$ cat src/rtl/key_scan_7seg.sv
// Debounced 16-key scanner that shifts accepted key codes into a hex digit
// register and drives a multiplexed 7-segment display. Optional blanking of
// never-written digits is enabled by defining KEY_SCAN_7SEG_BLANK_EN.
module key_scan_7seg #(
    parameter int N_DIGITS        = 4,
    parameter int DEBOUNCE_CYCLES = 4,
    parameter int REFRESH_CYCLES  = 8
) (
    input  logic                    clk,
    input  logic                    reset,
    input  logic [15:0]             d,
    output logic [6:0]              y,
    output logic [N_DIGITS-1:0]     sel,
    output logic                    key_valid,
    output logic [3:0]              key_code,
    output logic [4*N_DIGITS-1:0]   value
);

    localparam int VAL_W = 4 * N_DIGITS;
    localparam int DB_W  = (DEBOUNCE_CYCLES > 1) ? $clog2(DEBOUNCE_CYCLES) : 1;
    localparam int RF_W  = (REFRESH_CYCLES > 1) ? $clog2(REFRESH_CYCLES) : 1;
    localparam int IDX_W = (N_DIGITS > 1) ? $clog2(N_DIGITS) : 1;

    localparam logic [DB_W-1:0]  DB_MAX  = DB_W'(DEBOUNCE_CYCLES - 1);
    localparam logic [RF_W-1:0]  RF_MAX  = RF_W'(REFRESH_CYCLES - 1);
    localparam logic [IDX_W-1:0] IDX_MAX = IDX_W'(N_DIGITS - 1);

`ifdef KEY_SCAN_7SEG_BLANK_EN
    localparam logic [6:0] RESET_Y = 7'h00;
`else
    localparam logic [6:0] RESET_Y = 7'h7E;
`endif

    function automatic logic [6:0] font(input logic [3:0] h);
        logic [6:0] seg;
        case (h)
            4'h0: seg = 7'h7E;
            4'h1: seg = 7'h30;
            4'h2: seg = 7'h6D;
            4'h3: seg = 7'h79;
            4'h4: seg = 7'h33;
            4'h5: seg = 7'h5B;
            4'h6: seg = 7'h5F;
            4'h7: seg = 7'h70;
            4'h8: seg = 7'h7F;
            4'h9: seg = 7'h7B;
            4'hA: seg = 7'h77;
            4'hB: seg = 7'h1F;
            4'hC: seg = 7'h4E;
            4'hD: seg = 7'h3D;
            4'hE: seg = 7'h4F;
            default: seg = 7'h47;
        endcase
        return seg;
    endfunction

    function automatic logic [3:0] lowest_set(input logic [15:0] v);
        logic [3:0] idx;
        idx = 4'h0;
        for (int i = 15; i >= 0; i--) begin
            if (v[i]) idx = 4'(i);
        end
        return idx;
    endfunction

    logic [15:0]          d_q, d_d;
    logic [DB_W-1:0]      db_cnt_q, db_cnt_d;
    logic [15:0]          stable_q, stable_d;
    logic                 lockout_q, lockout_d;
    logic                 key_valid_q, key_valid_d;
    logic [3:0]           key_code_q, key_code_d;
    logic [VAL_W-1:0]     value_q, value_d;
    logic [RF_W-1:0]      ref_cnt_q, ref_cnt_d;
    logic [IDX_W-1:0]     dig_idx_q, dig_idx_d;
    logic [N_DIGITS-1:0]  sel_q, sel_d;
    logic [6:0]           y_q, y_d;
    logic                 press;
    logic [3:0]           cur_digit;
    logic                 cur_written;
`ifdef KEY_SCAN_7SEG_BLANK_EN
    logic [N_DIGITS-1:0]  written_q, written_d;
`endif

    // The counter restarts on every change of the sampled vector; stable
    // follows d_q only once it has held for the full debounce window.
    always_comb begin
        d_d      = d;
        db_cnt_d = db_cnt_q;
        stable_d = stable_q;
        if (d != d_q) begin
            db_cnt_d = '0;
        end else if (db_cnt_q == DB_MAX) begin
            stable_d = d_q;
        end else begin
            db_cnt_d = db_cnt_q + 1'b1;
        end
    end

    // A press is only recognised out of the all-released state; lockout
    // suppresses rollover until every key is released again.
    always_comb begin
        press       = (stable_q != 16'h0000) && !lockout_q;
        key_valid_d = press;
        key_code_d  = key_code_q;
        value_d     = value_q;
        lockout_d   = lockout_q;
`ifdef KEY_SCAN_7SEG_BLANK_EN
        written_d   = written_q;
`endif
        if (press) begin
            key_code_d = lowest_set(stable_q);
            value_d    = (value_q << 4) | VAL_W'(lowest_set(stable_q));
            lockout_d  = 1'b1;
`ifdef KEY_SCAN_7SEG_BLANK_EN
            written_d  = (written_q << 1) | N_DIGITS'(1);
`endif
        end else if (stable_q == 16'h0000) begin
            lockout_d  = 1'b0;
        end
    end

    always_comb begin
        ref_cnt_d = ref_cnt_q;
        dig_idx_d = dig_idx_q;
        if (ref_cnt_q == RF_MAX) begin
            ref_cnt_d = '0;
            dig_idx_d = (dig_idx_q == IDX_MAX) ? '0 : dig_idx_q + 1'b1;
        end else begin
            ref_cnt_d = ref_cnt_q + 1'b1;
        end
    end

    // sel and y are both derived from the same index so they stay aligned.
    always_comb begin
        sel_d       = '0;
        cur_digit   = 4'h0;
        cur_written = 1'b1;
        for (int i = 0; i < N_DIGITS; i++) begin
            if (dig_idx_q == IDX_W'(i)) begin
                sel_d[i]  = 1'b1;
                cur_digit = value_q[4*i +: 4];
`ifdef KEY_SCAN_7SEG_BLANK_EN
                cur_written = written_q[i];
`endif
            end
        end
        y_d = cur_written ? font(cur_digit) : 7'h00;
    end

    always_ff @(posedge clk) begin
        if (reset) begin
            d_q         <= '0;
            db_cnt_q    <= '0;
            stable_q    <= '0;
            lockout_q   <= 1'b0;
            key_valid_q <= 1'b0;
            key_code_q  <= 4'h0;
            value_q     <= '0;
            ref_cnt_q   <= '0;
            dig_idx_q   <= '0;
            sel_q       <= N_DIGITS'(1);
            y_q         <= RESET_Y;
`ifdef KEY_SCAN_7SEG_BLANK_EN
            written_q   <= '0;
`endif
        end else begin
            d_q         <= d_d;
            db_cnt_q    <= db_cnt_d;
            stable_q    <= stable_d;
            lockout_q   <= lockout_d;
            key_valid_q <= key_valid_d;
            key_code_q  <= key_code_d;
            value_q     <= value_d;
            ref_cnt_q   <= ref_cnt_d;
            dig_idx_q   <= dig_idx_d;
            sel_q       <= sel_d;
            y_q         <= y_d;
`ifdef KEY_SCAN_7SEG_BLANK_EN
            written_q   <= written_d;
`endif
        end
    end

    assign y         = y_q;
    assign sel       = sel_q;
    assign key_valid = key_valid_q;
    assign key_code  = key_code_q;
    assign value     = value_q;

endmodule
$ cat config.mk
export PLATFORM = sky130hd
export DESIGN_NAME = key_scan_7seg
export DESIGN_NICKNAME = d
export VERILOG_FILES = /design/src/rtl/key_scan_7seg.sv
export SDC_FILE = /design/constraint.sdc
export NUM_CORES = 1
export LEC_CHECK = 0
export ABC_CLOCK_PERIOD_IN_PS = 4700
export BUFFER_PORTS_ARGS = -buffer_cell sky130_fd_sc_hd__buf_2
export CAP_MARGIN = 30
export CORE_UTILIZATION = 35
export DETAILED_ROUTE_END_ITERATION = 7
export GPL_TIMING_DRIVEN = 0
export REMOVE_ABC_BUFFERS = 1
export SETUP_SLACK_MARGIN = 0.2
export SYNTH_ARGS = -nofsm -noshare
export SYNTH_HDL_FRONTEND = slang
export SYNTH_SLANG_ARGS = --single-unit
$ cat constraint.sdc
create_clock -name clk -period 4.7 [get_ports clk]
set_input_delay 0.705 -clock clk [delete_from_list [all_inputs] [get_ports clk]]
set_output_delay 0.705 -clock clk [all_outputs]
set_load 0.005 [all_outputs]
==> run_results.csv, run 1 <==
group,metric,value,unit
power_and_ir_drop,cellLeakagePower,1.39,nW
routing,drt_iter0_drc,65,
grt,gr-total-overflow,0,
setup_path,slowest_stage,"nor4_4",
setup_path,slowest_delay,830,ps
synthesis,synth-seq-cells,68,
synthesis,ys.flop_type,"dfxtp_1",
routing,postRouteAntennaNets,0,
sta,rsz0062_at_grt,"no",
setup_path,cp-end-kind,"flip-flop",
routing,via_count,2467,
grt,top_usage_layer,"met2",
synthesis,async_flop_share,0,%
place,gp_congestion,0.783,
grt,grt_pass1_wl,10800,µm
synthesis,yosys_warnings,0,
setup_path,path_class,"input port to flip-flop",
outcome,status,"finished clean",
synthesis,synth_cell_type_count,51,
setup_path,worstPathArrival,2950,ps
finish,n_antenna_cell,0,
setup_path,cp_max_fo,18,
clocking,cts_hold_buffers,0,
clocking,post_cts_buffers,0,
routing,totalWireLength,6170,µm
floorplan,fp.coreArea,0.00872,mm²
synthesis,yosysSeqAreaShare,43.3,%
synthesis,yosysTopAreaCell,"dfxtp_1",
place,hpwl,4340,µm
finish,syn_to_final_growth,13.5,%
setup_path,critical_path.top_delay_family,"simple AND/OR/NAND/NOR gates",
sta,fin_crit,2750,ps
sta,finalMaxSlewViolations,0,
min_path,hold_path.class,"flip-flop to flip-flop",
grt,grt_start_max_net_pins,58,
grt,grtUsageMet3,4.91,%
synthesis,yosysTopAreaCellShare,43.3,%
synthesis,synth.most_common_cell,"dfxtp_1",
sta,finalHoldViolCount,0,
routing,post-route-drc-count,0,
clocking,cts.repair.resized,0,
finish,layout.nets,412,
grt,grt_use_met1,17.9,%
synthesis,synth_edf_count,0,
sta,finalClockSkew,12.0,ps
place,portBuffers,49,
setup_path,setup.worst_path.start,"d[3]",
setup_path,worstPathBufferInverterCount,1,
clocking,path_clk_slew,80,ps
clocking,tritoncts,"done",
grt,first_global_vias,2292,
setup_path,reg2regPathDepth,5,
routing,firstDrtPassIters,4,
setup_path,crit_required,4900,ps
routing,routedWlPerCell,12.5,µm
clocking,h-tree-depth,3,
finish,fillCellCount,891,
synthesis,synthesis.instances,345,
floorplan,ios,50,
finish,regArea,0.00136,mm²
floorplan,die_w,96.7,µm
flow_run,drv_cap,0,
finish,multi_input_area,0.00157,mm²
setup_path,startpoint_type,"input port",
floorplan,dieHeight,96.7,µm
sta,fmax,0.364,GHz
floorplan,die-area,0.00936,mm²
setup_path,r2r-start,"d_q[3]",
power_and_ir_drop,p_total,1.08,mW
grt,globalRouteMet2Util,22.6,%
grt,antenna_found_initial,0,
sta,timing.setup.tns,0,ps
routing,vias_per_cell,5.00,
clocking,clock_path_buffers,2,
clocking,root_buffer,"clkbuf_8",
setup_path,critPathCapture,"stable_q[15]",
place,dpl.cell_count,476,
setup_path,rr_endpoint,"stable_q[15]",
synthesis,synth_area,0.00314,mm²
sta,relSlewSlack,37.9,%
setup_path,r2r_slack,2070,ps
floorplan,start_util,36.0,%
synthesis,synth_commonest_cells,"68 x dfxtp_1, 47 x nand2_1, 26 x a21oi_1, 23 x nor2b_1, 19 x nand4_1",
clocking,cts_inserted_buffers,9,
place,pre_cts_ws,1570,ps
setup_path,critical_path.cell_chain,"buf_2, xnor2_1, nand4_1, nor4_4, and2_1, o21ai_0",
sta,finalCritPeriodShare,58.4,%
synthesis,synthTopCellsByArea,"dfxtp_1 43%, nand2_1 5.6%, ha_1 5.6%",
clocking,clock-sinks,68,
sta,whs,433,ps
power_and_ir_drop,vdd_ir_drop_max,0.186,mV
sta,fin_ws,1950,ps
grt,grt.total_usage,14.0,%
setup_path,path_depth,6,
sta,tightest_slew,928,ps
clocking,clk_latency,350,ps
finish,drive_gt1_share,22.3,%
finish,fin_cells,493,
power_and_ir_drop,power_density,304,mW/mm²
synthesis,avgSynthCellArea,9.10,µm²
sta,setup_viol,0,
floorplan,row_count,34,
-- flip-flops by register name, indices dropped and copies added (netlist names) --
| signal | flops |
|---|---|
| value | 13 |
| db_cnt_q | 2 |
| dig_idx_q | 2 |
| key_valid | 1 |
| d_q | 16 |
| lockout_q | 1 |
| y | 7 |
| ref_cnt_q | 3 |
| key_code | 3 |
| sel | 4 |
| stable_q | 16 |
-- cells by family (layout without fill, tap and decap cells) --
| kind of cell | count (synthesis) | count (layout) | share of synthesized area (%) |
|---|---|---|---|
| xor+xnor | 17 | 17 | 4.74 |
| mux | 7 | 7 | 2.35 |
| simple gates | 136 | 136 | 23.3 |
| compound gates | 66 | 66 | 14.1 |
| flops | 68 | 68 | 43.3 |
| fa+ha+maj | 14 | 14 | 5.58 |
| buf+inv | 37 | 77 | 6.53 |
-- routing by layer --
| metal | vias to the layer above | wire (µm) | share of wire, % |
|---|---|---|---|
| li1 | 1261 | - | - |
| met1 | 1133 | 3030 | 49 |
| met2 | 68 | 2760 | 45 |
| met3 | 5 | 324 | 5.3 |
| met4 | 0 | 46 | 0.75 |
| met5 | - | 0 | 0 |
-- placed cells by master (no fill, tap or decap), types with 11 or more instances in the layout --
master | synthesis | routed
nor2b_1 | 23 | 23
nand2_1 | 47 | 47
inv_1 | 11 | 11
ha_1 | 14 | 14
nand4_1 | 19 | 19
xnor2_1 | 16 | 16
buf_2 | 4 | 49
a21oi_1 | 26 | 26
nor2_1 | 17 | 17
dfxtp_1 | 68 | 68
-- how the worst min path moves through the flow --
stage,from,slack [ps],cells past startpoint,to
after global routing,ref_cnt_q[0],460,1,ref_cnt_q[0]
final,ref_cnt_q[0],430,1,ref_cnt_q[0]
after CTS,ref_cnt_q[0],430,1,ref_cnt_q[0]
after floorplan,ref_cnt_q[0],400,1,ref_cnt_q[0]
after global placement,ref_cnt_q[0],410,1,ref_cnt_q[0]
after detailed placement,ref_cnt_q[0],420,1,ref_cnt_q[0]
-- report_power, final --
part	switching [mW]	internal [mW]
clock network	0.235	0.209
logic	0.0244	0.0228
registers	0.00606	0.585
total	0.266	0.817
-- through the flow --
step           cell area (µm²)  util, %
2_1_floorplan             2980        -
3_3_place_gp              3360     38.5
3_5_place_dp              3360     38.5
4_1_cts                   3540     40.6
5_1_grt                   3560     40.9
6_report                  3560     40.9
-- cell type report --
cell class,instances,area share (%)
timing repair buffer,50,7.44
inverter,11,1.16
sequential,68,38.2
multi-input combinational,240,44.2
clock inverter,6,1.37
clock buffer,10,3.86
tap,108,3.79
(Power assumes the default switching activity.)
==> run 2: changes to the inputs <==
--- a/config.mk
+++ b/config.mk
@@ -5,7 +5,7 @@
 export SDC_FILE = /design/constraint.sdc
 export NUM_CORES = 1
 export LEC_CHECK = 0
-export ABC_CLOCK_PERIOD_IN_PS = 4700
+export ABC_CLOCK_PERIOD_IN_PS = 2500
 export BUFFER_PORTS_ARGS = -buffer_cell sky130_fd_sc_hd__buf_2
 export CAP_MARGIN = 30
 export CORE_UTILIZATION = 35
==> constraint.sdc (replaced) <==
create_clock -name clk -period 2.5 [get_ports clk]
set_input_delay 0.375 -clock clk [delete_from_list [all_inputs] [get_ports clk]]
set_output_delay 0.375 -clock clk [all_outputs]
set_load 0.005 [all_outputs]
==> run_results.csv, run 2 (synthesis results as in run 1) <==
group,metric,value,unit
sta,setup_viol,0,
floorplan,die_w,96.7,µm
sta,rsz0062_at_grt,"yes",
clocking,h-tree-depth,3,
finish,layout.nets,414,
clocking,cts_hold_buffers,0,
setup_path,critical_path.top_delay_family,"adder cells",
finish,fin_area,0.00363,mm²
finish,n_antenna_cell,0,
clocking,root_buffer,"clkbuf_8",
outcome,status,"finished clean",
grt,gr-total-overflow,0,
setup_path,worstPathArrival,2380,ps
min_path,min_to,"d_q[8]",
power_and_ir_drop,power_density,560,mW/mm²
finish,syn_to_final_growth,15.5,%
min_path,hold_depth,2,
setup_path,slowest_stage,"dfxtp_4",
clocking,path_clk_slew,80,ps
floorplan,start_util,36.0,%
sta,finalMaxSlewViolations,0,
setup_path,slowest_delay,370,ps
sta,finalHoldViolCount,0,
setup_path,cp-end-kind,"flip-flop",
routing,drt_iter0_drc,86,
routing,postRouteAntennaNets,0,
finish,final_cell_mix,"66 x dfxtp_1, 48 x buf_2, 47 x nand2_1",
finish,regArea,0.00137,mm²
setup_path,rr_endpoint,"y[4]",
clocking,cts_inserted_buffers,9,
min_path,worstHoldStart,"d[8]",
setup_path,reg2regPathDepth,8,
setup_path,critical_path.cell_chain,"ha_1, a21oi_1, a22oi_2, buf_4, buf_4, ha_1, or3_1, a21o_1",
place,place_area,0.00336,mm²
place,portBuffers,49,
setup_path,r2r-start,"dig_idx_q[0]",
setup_path,r2r_slack,350,ps
clocking,clock_path_buffers,2,
sta,finalCritPeriodShare,85.9,%
sta,fmax,0.466,GHz
grt,grt_start_max_net_pins,58,
grt,first_global_vias,2313,
sta,relSlewSlack,41.8,%
floorplan,fp.coreArea,0.00872,mm²
setup_path,crit_required,2740,ps
min_path,hold_path.class,"input port to flip-flop",
setup_path,cp_max_fo,12,
sta,tightest_slew,870,ps
flow_run,drv_cap,0,
setup_path,startpoint_type,"flip-flop",
floorplan,ios,50,
finish,multi_input_area,0.00163,mm²
routing,routedWlPerCell,12.7,µm
place,dpl.cell_count,476,
floorplan,dieHeight,96.7,µm
power_and_ir_drop,cellLeakagePower,1.40,nW
finish,final_core_util,41.6,%
routing,totalWireLength,6280,µm
clocking,clock-sinks,68,
floorplan,die-area,0.00936,mm²
finish,fillCellCount,883,
clocking,tritoncts,"done",
routing,vias_per_cell,4.99,
routing,post-route-drc-count,0,
clocking,clk_latency,350,ps
routing,firstDrtPassIters,4,
setup_path,path_class,"flip-flop to flip-flop",
sta,finalClockSkew,12.4,ps
floorplan,row_count,34,
sta,fin_crit,2150,ps
setup_path,worstPathBufferInverterCount,2,
grt,grt.total_usage,14.2,%
routing,via_count,2469,
grt,grt_pass1_wl,10900,µm
grt,antenna_found_initial,0,
place,gp_congestion,0.783,
finish,drive_gt1_share,26.1,%
power_and_ir_drop,vdd_ir_drop_max,0.350,mV
finish,mostFrequentLayoutCell,"dfxtp_1",
place,hpwl,4340,µm
finish,fin_cells,495,
## run 2: through the flow
stage	setup TNS, ps	total power [mW]	hold WS (ps)	worst slack [ps]
5_1_grt	0	2.12	250	128
3_3_place_gp	-4110	1.22	414	-316
2_1_floorplan	0	1.18	400	303
3_5_place_dp	-3480	1.22	421	-305
4_1_cts	0	2.06	252	260
6_report	0	2.03	262	354
## run 2: routing by layer
metal  vias to the layer above  track usage (%)  wire (µm)
met5                         -                0          0
met4                         0             3.44         85
met3                         7             4.91        248
met2                        57             22.8       2840
met1                      1139             18.1       3100
li1                       1266                -          -
## run 2: power by group
group / switching, mW / total [mW] / leakage (nW) / internal [mW]
logic: 0.0458 / 0.0863 / 0.762 / 0.0406
registers: 0.0115 / 1.11 / 0.554 / 1.10
clock network: 0.442 / 0.835 / 0.0851 / 0.393
total: 0.499 / 2.03 / 1.40 / 1.53
## run 2: repair_timing
item,4_1_cts,5_1_grt
gates resized for setup,5,14
hold endpoints to repair,0,0
setup buffers,3,0
endpoints found under the setup margin,22,9
pin swaps,2,1
## run 2: layout make-up
class / count / share of cell area [%]
Multi-Input combinational cell: 240 / 44.9
Sequential cell: 68 / 37.7
Timing Repair Buffer: 52 / 7.45
Clock buffer: 10 / 3.79
Tap cell: 108 / 3.72
Clock inverter: 6 / 1.34
Inverter: 11 / 1.14
## run 2: worst reg2reg max path: stages (launching register included)
cell and delay [ps]:
dfxtp_4 370, ha_1 360, a21oi_1 210, a22oi_2 80, buf_4 160, buf_4 140, ha_1 200, or3_1 370
a21o_1 160
## run 2: how the worst max path moves through the flow
stage	slack, ps	cells after the start	endpoint	from
4_1_cts	260	10	y[6]	dig_idx_q[0]
2_1_floorplan	300	11	y[6]	dig_idx_q[0]
3_5_place_dp	-300	6	stable_q[15]	d[3]
3_3_place_gp	-320	6	stable_q[0]	d[15]
6_report	350	8	y[4]	dig_idx_q[0]
5_1_grt	130	6	y[0]	dig_idx_q[1]
